$ cat src/rtl/writeback_unit.sv
// Writeback stage: merges ALU and load results into the register file write port.
// Each source owns a one-entry holding register; one entry is written per cycle.
module writeback_unit #(
  parameter int XLEN         = 32,
  parameter int STARVE_LIMIT = 4
) (
  input  logic            clk_i,
  input  logic            resetn_i,
  input  logic            alu_valid_i,
  output logic            alu_ready_o,
  input  logic [4:0]      alu_rd_i,
  input  logic [XLEN-1:0] alu_data_i,
  input  logic            ld_valid_i,
  output logic            ld_ready_o,
  input  logic [4:0]      ld_rd_i,
  input  logic [2:0]      ld_funct3_i,
  input  logic [1:0]      ld_offset_i,
  input  logic [XLEN-1:0] ld_word_i,
  output logic            rf_we_o,
  output logic [4:0]      rf_w_o,
  output logic [XLEN-1:0] rf_data_o,
  output logic            wb_err_o,
  output logic            busy_o
);

  localparam int SW = $clog2(STARVE_LIMIT + 1);

  logic            alu_full_q, alu_full_d;
  logic [4:0]      alu_rd_q, alu_rd_d;
  logic [XLEN-1:0] alu_data_q, alu_data_d;
  logic            ld_full_q, ld_full_d;
  logic [4:0]      ld_rd_q, ld_rd_d;
  logic [XLEN-1:0] ld_data_q, ld_data_d;
  logic            ld_older_q, ld_older_d;
  logic [SW-1:0]   streak_q, streak_d;
  logic            err_q, err_d;

  logic            alu_issue, ld_issue, starve, same_rd;
  logic            alu_cap, ld_cap, ld_illegal;
  logic [7:0]      ld_byte;
  logic [15:0]     ld_half;
  logic [XLEN-1:0] ld_fmt;

  // Load formatting happens at acceptance so the holding reg stores the final value.
  always_comb begin
    ld_byte = ld_word_i[7:0];
    case (ld_offset_i)
      2'd1:    ld_byte = ld_word_i[15:8];
      2'd2:    ld_byte = ld_word_i[23:16];
      2'd3:    ld_byte = ld_word_i[31:24];
      default: ld_byte = ld_word_i[7:0];
    endcase
    ld_half    = ld_offset_i[1] ? ld_word_i[31:16] : ld_word_i[15:0];
    ld_illegal = 1'b0;
    case (ld_funct3_i)
      3'b000:  ld_fmt = {{(XLEN-8){ld_byte[7]}}, ld_byte};
      3'b100:  ld_fmt = {{(XLEN-8){1'b0}}, ld_byte};
      3'b001:  ld_fmt = {{(XLEN-16){ld_half[15]}}, ld_half};
      3'b101:  ld_fmt = {{(XLEN-16){1'b0}}, ld_half};
      3'b010:  ld_fmt = ld_word_i;
      default: begin
        ld_fmt     = ld_word_i;
        ld_illegal = 1'b1;
      end
    endcase
  end

  // Equal destinations must retire in capture order; otherwise loads win until the
  // waiting ALU entry has been passed over STARVE_LIMIT times.
  always_comb begin
    same_rd   = (alu_rd_q == ld_rd_q);
    starve    = (streak_q == SW'(STARVE_LIMIT));
    ld_issue  = ld_full_q & (~alu_full_q | (same_rd ? ld_older_q : ~starve));
    alu_issue = alu_full_q & ~ld_issue;
  end

  assign alu_ready_o = ~alu_full_q | alu_issue;
  assign ld_ready_o  = ~ld_full_q | ld_issue;
  assign alu_cap     = alu_valid_i & alu_ready_o & (alu_rd_i != 5'd0);
  assign ld_cap      = ld_valid_i & ld_ready_o & (ld_rd_i != 5'd0);
  assign busy_o      = alu_full_q | ld_full_q;
  assign wb_err_o    = err_q;

  always_comb begin
    rf_we_o   = 1'b0;
    rf_w_o    = 5'd0;
    rf_data_o = '0;
    if (ld_issue) begin
      rf_we_o   = 1'b1;
      rf_w_o    = ld_rd_q;
      rf_data_o = ld_data_q;
    end else if (alu_issue) begin
      rf_we_o   = 1'b1;
      rf_w_o    = alu_rd_q;
      rf_data_o = alu_data_q;
    end
  end

  always_comb begin
    alu_full_d = alu_cap | (alu_full_q & ~alu_issue);
    alu_rd_d   = alu_cap ? alu_rd_i : alu_rd_q;
    alu_data_d = alu_cap ? alu_data_i : alu_data_q;
    ld_full_d  = ld_cap | (ld_full_q & ~ld_issue);
    ld_rd_d    = ld_cap ? ld_rd_i : ld_rd_q;
    ld_data_d  = ld_cap ? ld_fmt : ld_data_q;
    err_d      = ld_valid_i & ld_ready_o & ld_illegal;

    ld_older_d = ld_older_q;
    if (ld_cap && alu_cap)  ld_older_d = 1'b1;
    else if (ld_cap)        ld_older_d = 1'b0;
    else if (alu_cap)       ld_older_d = 1'b1;

    streak_d = streak_q;
    if (!alu_full_q || alu_issue)  streak_d = '0;
    else if (ld_issue && !starve)  streak_d = streak_q + 1'b1;
  end

  always_ff @(posedge clk_i or negedge resetn_i) begin
    if (!resetn_i) begin
      alu_full_q <= 1'b0;
      alu_rd_q   <= 5'd0;
      alu_data_q <= '0;
      ld_full_q  <= 1'b0;
      ld_rd_q    <= 5'd0;
      ld_data_q  <= '0;
      ld_older_q <= 1'b0;
      streak_q   <= '0;
      err_q      <= 1'b0;
    end else begin
      alu_full_q <= alu_full_d;
      alu_rd_q   <= alu_rd_d;
      alu_data_q <= alu_data_d;
      ld_full_q  <= ld_full_d;
      ld_rd_q    <= ld_rd_d;
      ld_data_q  <= ld_data_d;
      ld_older_q <= ld_older_d;
      streak_q   <= streak_d;
      err_q      <= err_d;
    end
  end

endmodule

$ cat config.mk
export PLATFORM = sky130hd
export DESIGN_NAME = writeback_unit
export DESIGN_NICKNAME = d
export VERILOG_FILES = /design/src/rtl/writeback_unit.sv
export SDC_FILE = /design/constraint.sdc
export NUM_CORES = 1
export LEC_CHECK = 0
export CAP_MARGIN = 20
export CORE_MARGIN = 2
export CORE_UTILIZATION = 35
export CTS_CLUSTER_SIZE = 20
export DETAILED_ROUTE_END_ITERATION = 8
export GPL_TIMING_DRIVEN = 0
export PLACE_DENSITY_LB_ADDON = 0.08
export SLEW_MARGIN = 10
export SYNTH_ARGS = -nofsm -noshare
export SYNTH_HDL_FRONTEND = slang
export SYNTH_SLANG_ARGS = --single-unit
export TNS_END_PERCENT = 20
$ cat constraint.sdc
create_clock -name clk_i -period 2.6 [get_ports clk_i]
set_clock_uncertainty 0.1 [all_clocks]
set_input_delay 0.52 -clock clk_i [delete_from_list [all_inputs] [get_ports clk_i]]
set_output_delay 0.52 -clock clk_i [all_outputs]
set_load 0.005 [all_outputs]
==> flow_summary.toml <==
[worst_setup_path]
cp.arrival_ns = 2.34
start_kind = "flop"
path_class = "reg -> out"
r2r_cells = 8
cp_max_fo = 7
end_kind = "output port"
required_ns = 1.98

[floorplanning]
pin_count = 125
std_cell_rows = 41
initial_core_util = 0.355
die_h_um = 116
coreArea_mm2 = 0.0125
die_width_um = 116
dieArea_mm2 = 0.0136

[clock_tree]
tritoncts = "built"
cts-root-buf = "clkbuf_16"
h-tree-depth = 3
path_clk_slew_ns = 0.06
insertion_delay_ns = 0.34
cts_sinks = 81
cts_made_buffers = 9
clock_path_buffers = 2

[routing]
routed_wl_um = 13000
vias = 3613
drc_errors = 0
first_pass_iters = 4
routedWlPerCell_um = 18.7
ant_nets = 0
first_iter_violations = 224
detail_route.vias_per_cell = 5.21

[global_route]
antenna_found_initial = 0
grt_max_degree = 60
use_met2 = 0.309
use_met1 = 0.279
grt_use_total = 0.200
grt_overflow = 0
grt.busiest_layer = "met2"
grt_pass1_vias = 3654
grt_pass1_wl_um = 20300
gr-usage-met3 = 0.0405

[pwr]
leakage_nw = 2.82
irDropWorstVdd_uv = 260
power.density_mw_per_mm2 = 710

[sta]
slew_violations = 0
fin_ws_ns = -0.356
setup_viol = 37
whs_ns = 0.406
max_slew_margin = 0.451
rsz0062_at_grt = "true"
final-hold-violation-count = 0
tightestPinTransition_ns = 0.822
fmax_mhz = 338
layout_min_cycle_time_ns = 2.96
finalSetupTns_ns = -9.89
timing.final.crit_share = 1.14

[finish]
nFillCells = 1155
area_growth_pct = 42.4
final_cells = 693
layout_commonest_cell = "clkdlybuf4s50_1"
layout-drive-gt1-share = 0.363
postLayoutCellArea_mm2 = 0.00631
diodes = 0
layout.nets = 601
final_cell_mix = "clkdlybuf4s50_1, dfrtp_1, mux2_2"

[yosys]
synth_warnings = 0
ys_seq_area_frac = 0.458
avgSynthCellArea_um2 = 12.2
synth_ff_type = "dfrtp_1"
synthesis.area_mm2 = 0.00443
syn_nets = 449
ys_types = 44
async_reset_ff_frac = 1.00
synth-seq-cells = 81
netlist_instances = 364
synth_edf_count = 0

[outcome]
failed_checks = "setup timing"
outcome = "finished, violations left"

[placement]
dp.cells = 658
dp_slack_ns = -0.620
place_area_mm2 = 0.00588
gp_congestion = 0.839
port_buffers = 121
dpl.hpwl_um = 9410

[worst_hold_path]
min_path_type = "reg -> reg"
whs_path_depth = 1

[flow_run]
maxCapViolations = 0
[power by group]
group / switching [mW] / internal, mW
combinational: 0.578 / 0.841
sequential: 0.187 / 1.57
clock: 0.513 / 0.797
total: 1.28 / 3.20
[critical path: stages, from the launching register on]
cell	delay, ns
dfrtp_2	0.44
xor2_2	0.20
nor3_4	0.27
a21o_1	0.22
a31oi_4	0.11
buf_12	0.17
buf_8	0.13
buf_8	0.13
a22o_1	0.21
buf_2	0.12
[state kept, by name, summed over array words and instances, names as in the netlist, 3 cells and up]
name / cells
alu_data_q: 32
ld_data_q: 32
alu_rd_q: 5
ld_rd_q: 5
streak_q: 3
[through the flow]
step,util,power [mW]
after CTS,0.517,4.57
final,0.506,4.48
after global placement,0.470,3.14
after detailed placement,0.472,3.17
after floorplan,-,2.51
after global routing,0.506,4.74
[timing repair]
action / CTS / global route
gates cloned: 1 / 0
endpoints found under the hold margin: 22 / 0
pin swaps: 16 / 23
gates resized for setup: 117 / 47
setup buffers: 17 / 2
setup endpoints to repair: 64 / 69
hold buffers: 1 / 0
[cells in the mapped netlist (2+ instances only)]
library cell | instances | area (µm²)
buf_1 | 2 | 7.51
or4_1 | 3 | 22.5
inv_1 | 3 | 11.3
nor3_1 | 3 | 15.0
a21oi_1 | 6 | 30.0
a32oi_1 | 6 | 52.6
mux2_4 | 18 | 270
a32o_1 | 6 | 60.1
or2_2 | 3 | 18.8
nand3_1 | 3 | 15.0
ha_1 | 2 | 25.0
a221o_1 | 6 | 60.1
mux2i_1 | 2 | 20.0
a22o_1 | 43 | 377
nor2_1 | 10 | 37.5
mux2_2 | 54 | 608
o21ai_0 | 6 | 30.0
mux4_2 | 8 | 180
xor2_1 | 5 | 43.8
clkbuf_1 | 5 | 18.8
dfrtp_1 | 81 | 2030
a21o_1 | 2 | 15.0
buf_2 | 6 | 30.0
buf_4 | 4 | 30.0
buf_6 | 6 | 67.6
nand2_1 | 53 | 199
[logic make-up after synthesis]
kind of cell | share of synthesized area
and+or+nand+nor | 0.0896
xor gates and xnor gates | 0.0119
DFF | 0.458
AOI/OAI and AO/OA | 0.150
buffers and inverters | 0.0393
adders and majority gates | 0.00565
muxes | 0.246
[routing by layer]
| metal | vias to the layer above | wire length, µm |
|---|---|---|
| li1 | 1671 | - |
| met1 | 1781 | 5960 |
| met2 | 142 | 5880 |
| met3 | 19 | 876 |
| met4 | 0 | 272 |
| met5 | - | 0 |
[area by class of cell]
type / count / area (µm²) / area share
Multi-Input combinational cell: 255 / 2310 / 0.366
Sequential cell: 81 / 2030 / 0.322
Timing Repair Buffer: 142 / 1250 / 0.198
Clock buffer: 12 / 256 / 0.0407
Tap cell: 172 / 215 / 0.0341
Buffer: 23 / 185 / 0.0294
Clock inverter: 4 / 51.3 / 0.00813
Inverter: 4 / 15.0 / 0.00238
[final timing paths]
kind                             endpoint           start  slack (ns)
setup / recovery            rf_data_o[10]      ld_rd_q[2]       -0.36
hold / removal             alu_data_q[21]  alu_data_q[21]        0.41
setup reg to reg               ld_rd_q[1]      ld_rd_q[3]        0.17
hold reg to reg            alu_data_q[21]  alu_data_q[21]        0.41
max in group asynchronous      ld_rd_q[2]        resetn_i        1.26
min in group asynchronous  alu_data_q[30]        resetn_i        0.53
(Power assumes the default switching activity.)
